## config.mk

```make
export PLATFORM = sky130hd
export DESIGN_NAME = seq_bin2bcd_ctrl
export DESIGN_NICKNAME = d
export VERILOG_FILES = /design/src/rtl/seq_bin2bcd_ctrl.sv
export SDC_FILE = /design/constraint.sdc
export NUM_CORES = 1
export LEC_CHECK = 0
export ABC_AREA = 1
export BUFFER_PORTS_ARGS = -buffer_cell sky130_fd_sc_hd__buf_2
export CAP_MARGIN = 20
export CORE_MARGIN = 2
export CORE_UTILIZATION = 45
export CTS_CLUSTER_DIAMETER = 40
export CTS_CLUSTER_SIZE = 20
export DETAILED_ROUTE_END_ITERATION = 8
export SLEW_MARGIN = 20
export SYNTH_ARGS = -nofsm -noshare
export SYNTH_HDL_FRONTEND = slang
export SYNTH_SLANG_ARGS = --single-unit
```

## constraint.sdc

```tcl
create_clock -name clk -period 1.7 [get_ports clk]
set_clock_uncertainty 0.1 [all_clocks]
set_input_delay 0.425 -clock clk [delete_from_list [all_inputs] [get_ports clk]]
set_output_delay 0.425 -clock clk [all_outputs]
set_load 0.02 [all_outputs]
```

## src/rtl/seq_bin2bcd_ctrl.sv

```systemverilog
// Sequential double-dabble binary-to-BCD converter with start/busy/done handshake.
// Each input bit costs two cycles: an add-3 adjust of every digit, then a one-bit shift.
module seq_bin2bcd_ctrl #(
    parameter int BIN_W  = 8,
    parameter int DIGITS = 3
) (
    input  logic                  clk,
    input  logic                  rst,
    input  logic                  start,
    input  logic [BIN_W-1:0]      bin_in,
    output logic                  busy,
    output logic                  done,
    output logic [4*DIGITS-1:0]   bcd_out
);

    localparam int BCD_W = 4 * DIGITS;
    localparam int CNT_W = $clog2(BIN_W + 1);

    typedef enum logic [1:0] {IDLE, ADJ, SHIFT, DONE} state_t;

    state_t             state;
    logic [BCD_W-1:0]   scratch;
    logic [BCD_W-1:0]   scratchAdj;
    logic [BCD_W-1:0]   scratchSh;
    logic [BIN_W-1:0]   binSh;
    logic [CNT_W-1:0]   cnt;

    // Out-of-range digits (10..15) simply wrap mod 16; legal operands never produce them.
    for (genvar g = 0; g < DIGITS; g++) begin : gDigit
        assign scratchAdj[4*g +: 4] = (scratch[4*g +: 4] >= 4'd5) ? scratch[4*g +: 4] + 4'd3
                                                                  : scratch[4*g +: 4];
    end

    // MSB of the binary copy enters the units digit; the top BCD bit falls off.
    assign scratchSh = {scratch[BCD_W-2:0], binSh[BIN_W-1]};

    always_ff @(posedge clk) begin
        if (rst) begin
            state   <= IDLE;
            busy    <= 1'b0;
            done    <= 1'b0;
            bcd_out <= '0;
            scratch <= '0;
            binSh   <= '0;
            cnt     <= '0;
        end else begin
            case (state)
                IDLE: begin
                    if (start) begin
                        binSh   <= bin_in;
                        scratch <= '0;
                        cnt     <= CNT_W'(BIN_W);
                        busy    <= 1'b1;
                        state   <= ADJ;
                    end
                end
                ADJ: begin
                    scratch <= scratchAdj;
                    state   <= SHIFT;
                end
                SHIFT: begin
                    scratch <= scratchSh;
                    binSh   <= binSh << 1;
                    cnt     <= cnt - CNT_W'(1);
                    if (cnt == CNT_W'(1)) begin
                        bcd_out <= scratchSh;
                        busy    <= 1'b0;
                        done    <= 1'b1;
                        state   <= DONE;
                    end else begin
                        state <= ADJ;
                    end
                end
                DONE: begin
                    done  <= 1'b0;
                    state <= IDLE;
                end
                default: begin
                    busy  <= 1'b0;
                    done  <= 1'b0;
                    state <= IDLE;
                end
            endcase
        end
    end

endmodule
```

# == Yosys cells after proc, flatten, opt, wreduce, memory -nomap -nowiden ==
# Index checks and enable logic that the tools add are counted.
# totals
memories,0
wordCells,53
mem_bits_rw,0
mem_bits_ro,0
output_inout_bits,14
in_bits,11
ff_bits,40
latchBits,0
# op_classes
bitwise,0
shifts,0
n_eq_ne,9
mux,17
n_mul,0
order_cmp,3
add_sub_neg,4
n_div,0
reduce_logical,11
# op_table
op,count
one-hot mux 12 bit (3 select lines),1
2-to-1 mux 4 bit,4
one-hot mux 8 bit (2 select lines),1
"adder 4 x 2 -> 4 bit, second input constant",3
"greater-or-equal comparator 4 x 3 -> 1 bit, second input constant",3
2-to-1 mux 12 bit,1
AND reduction 3 bit,4
"inequality test 2 bit, second input constant",5
2-to-1 mux 8 bit,1
one-hot mux 2 bit (4 select lines),1
one-hot mux 4 bit (2 select lines),1
AND reduction 2 bit,3
"== test 2 bit, second input constant",2
"== test 4 x 1 -> 1 bit, second input constant",1
2-to-1 mux 2 bit,2
one-hot mux 1 bit (2 select lines),2
nonzero test 2 bit,2
"subtractor 4 x 1 -> 4 bit, second input constant",1
2-to-1 mux 1 bit,3
nonzero test 3 bit,1
"== test 2 x 1 -> 1 bit, second input constant",1
zero test 2 bit,1

# == Depth between registers and ports, before layout ==
# Gate-level depths: netlist (run 1).
# depth
word_depth,3
depth_mapped,11
ltp_nobuf,9

# == Worst setup path before layout (run 1) ==
# OpenSTA, ideal clock, no wires.
# synth_path
path_kind,register to register
startpoint,register state[0]
endpoint,register cnt[2]
t_arrival_ns,1.355
path_buffers,2
slack_ns,0.172
path_stages_with_launch,12
t_required_ns,1.527
cell_sequence,dfxtp_1 > inv_1 > ha_1 > buf_6 > inv_8 > nand2_4 > nand2_4 > inv_4 > buf_8 > nand2_4 > nand2_2 > nor3_2
# synth_between
elab_chain_cells,3
word_cells_on_any_way,6
classes_between,2 x eq/ne; 1 x mux; 3 x reduce/logical
# synth_lines
element,line_no,source
start: declaration,21,state_t state;
start signal: assignment,39,state <= IDLE;
start signal: assignment,54,state <= ADJ;
start signal: assignment,59,state <= SHIFT;
== test 2 bit or zero test 2 bit (tied branches),47,case (state)
nonzero test 2 bit (no line) or inequality test 2 bit (tied branches),--,
AND reduction 2 bit (no line),--,
end signal: assignment,52,cnt <= CNT_W'(BIN_W);
end signal: assignment,64,cnt <= cnt - CNT_W'(1);
end: declaration,26,logic [CNT_W-1:0] cnt;
# Parallel ways exist; a longest one is shown, timed or not.
# A chain may end at the register's enable or synchronous reset.

# == Final worst setup path (run 1) ==
# layout_path
startpoint,register state[1]
endpoint,register scratch[1]
# layout_between
elab_chain_cells,3
word_cells_on_any_way,8
classes_between,4 x eq/ne; 1 x mux; 3 x reduce/logical
# layout_lines
element,line_no,source
== test 2 x 1 -> 1 bit (tied with other cells),47,
inequality test 2 bit (no line) or nonzero test 3 bit (tied branches),--,
AND reduction 3 bit (no line),--,
end signal: assignment,58,scratch <= scratchAdj;
end signal: assignment,62,scratch <= scratchSh;
end: declaration,22,logic [BCD_W-1:0] scratch;
# Parallel ways exist; a longest one is shown, timed or not.

==> impl_metrics.tcl, run 1 <==
set metrics [dict create \
    final_nets 333 \
    hp-class "input pin to register" \
    io_pins 25 \
    cts.hold.buffers_added 0 \
    ys_ff_latch 40 \
    synth_cell_types 28 \
    place_congestion 0.865 \
    synth_edf_count 0 \
    async_flop_share_pct 0 \
    syn_area_um2 2070 \
    wirelength_um 4360 \
    setup_ws_ns 0.0966 \
    tritoncts "built" \
    place_ws_ns 0.0190 \
    cts_buffer_depth 2 \
    fmax_mhz 624 \
    setup_tns_ns 0 \
    cp-end-kind "register" \
    dp.final_hpwl_um 2930 \
    root_buffer "clkbuf_8" \
    ys_seq_area_share_pct 38.7 \
    area_delta_synth_final_pct 17.5 \
    synthCells 282 \
    grt_max_degree 22 \
    worstSkewPairLatency_ns 0.30 \
    power_density_nw_per_um2 1260 \
    grt_pass1_vias 1585 \
    rows 24 \
    rsz0062_at_grt "no" \
    period_share_pct 94.3 \
    placed_cells 351 \
    startpoint_type "register" \
    die_w_um 71.8 \
    cp_max_fo 7 \
    slew_headroom_pct 80.6 \
    worst_slew_pin_slew_ns 0.291 \
    port_buffers 24 \
    finalHoldViolations 0 \
    irDropWorstVdd_mv 0.678 \
    synth_nets 305 \
    path_class "register to register" \
    cts_sinks 40 \
    post-route-min-period_ns 1.60 \
    die-area_um2 5160 \
    p_total_mw 3.06 \
    setup_viol 0 \
    vias 1795 \
    core_um2 4380 \
    grt_usage_pct 18.2 \
    htreeDepth 2 \
    cts.reportedPaths.clkPinSlew_ns 0.08 \
    route.detailed.drc 0 \
    final_cells 363 \
    die_y_um 71.8 \
    required_ns 1.83 \
    grt_pass1_wl_um 7340 \
    start_util_pct 47.2 \
    synth.avg_cell_area_um2 7.34 \
    drive_gt1_share_pct 21.9 \
    ys_warn_count 0 \
    cap_viol_max_count 0 \
    finalMaxSlewViolations 0 \
    grt_overflow 0 \
    status "complete, no violations" \
    antenna_left 0 \
    via_per_inst 4.94 \
    leakage_nw 1.04 \
    yosys_most_used_dff "dfxtp_1" \
    drtIter0Drc 97 \
    dr.pass1.iters 4 \
    diodes 0 \
    antenna_found_initial 0 \
    arrival_ns 1.73 \
    cts_buffers 5 \
    wl_per_cell_um 12.0 \
]
==> power by group <==
group	switching, mW	internal, mW
Sequential	0.0814	1.07
Combinational	0.664	0.381
Clock	0.348	0.518
Total	1.09	1.97
==> per-stage QoR <==
step / hold slack [ns] / utilization [%] / instance area, um2
2_1_floorplan: 0.344 / - / 2070
3_3_place_gp: 0.328 / 50.6 / 2220
3_5_place_dp: 0.331 / 50.6 / 2220
4_1_cts: 0.277 / 53.6 / 2350
5_1_grt: 0.290 / 55.5 / 2430
6_report: 0.278 / 55.5 / 2430
==> what timing repair did <==
action	in CTS	in global routing
setup buffers	0	4
gates cloned	0	0
pin swaps	1	4
setup endpoints to repair	2	25
resized for setup	2	13
endpoints found under the hold margin	0	0
==> cell usage after synthesis, types with 3 or more instances <==
cell | instances | area (um2)
a21oi_1 | 30 | 150
a31oi_1 | 8 | 50.1
buf_2 | 4 | 20.0
clkbuf_1 | 3 | 11.3
clkbuf_2 | 3 | 15.0
dfxtp_1 | 40 | 801
ha_1 | 12 | 150
inv_1 | 38 | 143
nand2_1 | 75 | 282
nand2_4 | 3 | 33.8
nand3_1 | 8 | 40.0
nor2_1 | 9 | 33.8
o21ai_0 | 21 | 105
o21ai_2 | 3 | 26.3
o22ai_1 | 8 | 50.1
==> per-layer routing <==
layer / part of all wire, % / global-route usage [%] / routed length (um) / vias up
met5: 0 / 0 / 0 / -
met1: 50 / 24.9 / 2190 / 779
met2: 43 / 27.6 / 1860 / 39
li1: - / - / - / 968
met4: 1.8 / 6.92 / 78 / 0
met3: 5.3 / 4.64 / 230 / 9
==> registers in the layout, indices dropped and copies added, names as in the netlist <==
register  cells
done          1
cnt           4
busy          1
state         2
binSh         8
scratch      12
bcd_out      12
==> worst max-delay path, cell delays in order, from the launching register on <==
cell     delay (ns)
dfxtp_2        0.35
inv_1          0.08
ha_1           0.32
nand2_1        0.17
o21ai_4        0.19
buf_4          0.15
nand2_1        0.04
a21oi_1        0.14
==> cells in the final DEF, fill, tap and decap left out, drive strengths merged <==
cell and n:
bufinv 1, nor2 13, o21ai 24, dfxtp 40, a31oi 8, nand3 9, inv 40, buf 35
a21oi 30, nand2 79, ha 12, a311oi 1, clkbuf 7, nor3 1, a221oi 1, o22ai 8
a211oi 2
==> logic make-up after synthesis <==
logic type | count (synthesis) | share of synthesized area [%]
AND/OR/NAND/NOR | 102 | 21.8
adder cells (fa/ha/maj) | 12 | 7.25
AO/OA/AOI/OAI | 74 | 20.3
flip-flops | 40 | 38.7
buffers and inverters | 54 | 12.0
==> worst paths after layout <==
| path | startpoint | to | slack [ns] | cells after the start |
|---|---|---|---|---|
| hold reg to reg | bcd_out[4] | bcd_out[4] | 0.34 | 2 |
| hold / removal | bin_in[6] | binSh[6] | 0.28 | 3 |
| setup reg to reg | state[1] | scratch[1] | 0.1 | 7 |
| setup / recovery | state[1] | scratch[1] | 0.1 | 7 |
==> layout make-up <==
type	instances	area, um2
Fill cell	426	1950
Multi-Input combinational cell	188	1070
Sequential cell	40	803
Timing Repair Buffer	35	203
Inverter	40	163
Clock buffer	7	96.3
Tap cell	52	65.1
Clock inverter	1	30.0
Note: power is estimated with default switching activity, not from simulation.
==> run 2: changes to the inputs <==
Settings changed: GPL_TIMING_DRIVEN from default to 0.
==> run 2 against run 1 <==
Critical path depth rose by 2; sequential cell count did not move; sequential share of layout area fell by 0.37 points; count of clock-buffer cells in the layout did not move; core utilization rose by 0.63 points; clock power fell by 0.6%; global-route usage rose by 1.3 points; routed wire length rose by 6.2%; first-iteration DRC count fell by 1.0%; total power rose by 1.8%; sequential power barely moved; die area did not move; critical endpoint is now scratch[2].
==> impl_metrics.tcl, run 2 (same netlist as run 1, synthesis figures left out) <==
set metrics [dict create \
    reg_top3 "bcd_out: 12 flops, scratch: 12 flops, binSh: 8 flops" \
    grt_pass1_vias 1777 \
    irDropWorstVdd_mv 0.535 \
    leakage_nw 1.07 \
    rows 24 \
    tritoncts "built" \
    core_um2 4380 \
    hold_start "bin_in[5]" \
    place_congestion 0.822 \
    startpoint_type "register" \
    via_per_inst 5.08 \
    cap_viol_max_count 0 \
    die_w_um 71.8 \
    setup_ws_ns 0.0628 \
    drtIter0Drc 96 \
    grt_max_degree 13 \
    path_class "register to register" \
    final_util_pct 56.1 \
    finalMaxSlewViolations 0 \
    r2r_start "state[1]" \
    cts_buffers 5 \
    start_util_pct 47.2 \
    cts_buffer_depth 2 \
    place_ws_ns -0.0719 \
    fillers 435 \
    dr.pass1.iters 4 \
    post-route-min-period_ns 1.64 \
    io_pins 25 \
    worst_slew_pin_slew_ns 0.446 \
    die_y_um 71.8 \
    antenna_left 0 \
    rsz0062_at_grt "yes" \
    root_buffer "clkbuf_8" \
    die-area_um2 5160 \
    slew_headroom_pct 70.3 \
    power_density_nw_per_um2 1270 \
    dp.final_hpwl_um 3270 \
    antenna_found_initial 0 \
    arrival_ns 1.76 \
    hold-path-cell-count 3 \
    setup_viol 0 \
    wl_per_cell_um 12.5 \
    fmax_mhz 611 \
    cp_max_fo 5 \
    worstSkewPairLatency_ns 0.30 \
    port_buffers 24 \
    final_common_cell "nand2_1" \
    cp-end-kind "register" \
    hold_slack_ns 0.285 \
    grt_overflow 0 \
    finalHoldViolations 0 \
    drive_gt1_share_pct 21.1 \
    route.detailed.drc 0 \
    r2r_slack_ns 0.06 \
    vias 1880 \
    cts_sinks 40 \
    grt_pass1_wl_um 7890 \
    whs_endpoint "binSh[5]" \
    grt_usage_pct 19.5 \
    period_share_pct 96.3 \
    setup_tns_ns 0 \
    diodes 0 \
    cts.reportedPaths.clkPinSlew_ns 0.08 \
    wirelength_um 4630 \
    mostFrequentLayoutCells "75 x nand2_1, 38 x dfxtp_1, 37 x inv_1, 30 x a21oi_1, 27 x buf_2" \
    regToRegEndpoint "scratch[2]" \
    htreeDepth 2 \
    hp-class "input pin to register" \
    status "complete, no violations" \
    final_nets 340 \
    rr_worst_depth 9 \
    required_ns 1.83 \
    cts.hold.buffers_added 0 \
    area_delta_synth_final_pct 18.9 \
]
run 2: cell types whose count changed in the layout (fill, tap and decap cells not counted), moves of 2 or more:
cell      change
a21oi_2       -3
buf_6         +2
o21ai_1       +2
o21ai_0       -2
buf_2         +3
a21oi_1       +3
clkbuf_1      +2
buf_4         -6
clkbuf_2      +4
run 2: worst max path at each step:
stage	start	endpoint	slack, ns	cells after the start
final	state[1]	scratch[2]	0.06	9
after CTS	state[0]	scratch[10]	0.02	9
after detailed placement	state[0]	bcd_out[10]	-0.07	6
after floorplan	state[0]	cnt[2]	0.17	11
after global routing	state[0]	busy	-0.05	10
after global placement	state[0]	bcd_out[5]	-0.07	6
run 2: timing repair:
action	in CTS	in global routing
endpoints found under the setup margin	20	29
pin swaps	2	4
buffers inserted	0	4
gates resized for setup	7	7
run 2: layout make-up:
type                            count  area, um2  share of cell area (%)
Sequential cell                    40        803                    32.7
Clock buffer                        7       96.3                    3.92
Inverter                           40        160                    6.51
Tap cell                           52       65.1                    2.64
Multi-Input combinational cell    188       1060                    43.2
Buffer                             14       91.3                    3.71
Clock inverter                      1       30.0                    1.22
Timing Repair Buffer               28        150                    6.10
run 2: through the flow:
step	area (um2)	total power [mW]	instances
floorplan	2070	1.92	282
global placement	2250	2.14	358
detailed placement	2250	2.15	358
CTS	2400	3.04	366
global route	2460	3.31	370
finish	2460	3.11	370
run 2: power breakdown:
group / total, mW / internal, mW / switching [mW]
Sequential: 1.14 / 1.07 / 0.0785
Combinational: 1.11 / 0.421 / 0.688
Clock: 0.861 / 0.518 / 0.343
run 2: worst max-delay path, stage by stage, from the launching register on:
cell and delay [ns]:
dfxtp_2 0.37, inv_1 0.07, ha_2 0.18, inv_2 0.07, nor2_1 0.07, nor2_4 0.22
o21ai_4 0.11, nor2_4 0.15, nand2_1 0.08, a21oi_1 0.13
run 2: per-layer routing:
metal | global-route usage, % | part of all wire, %
met1 | 26.0 | 51
met2 | 30.3 | 44
met3 | 4.78 | 4.0
met4 | 7.76 | 1.6
met5 | 0 | 0
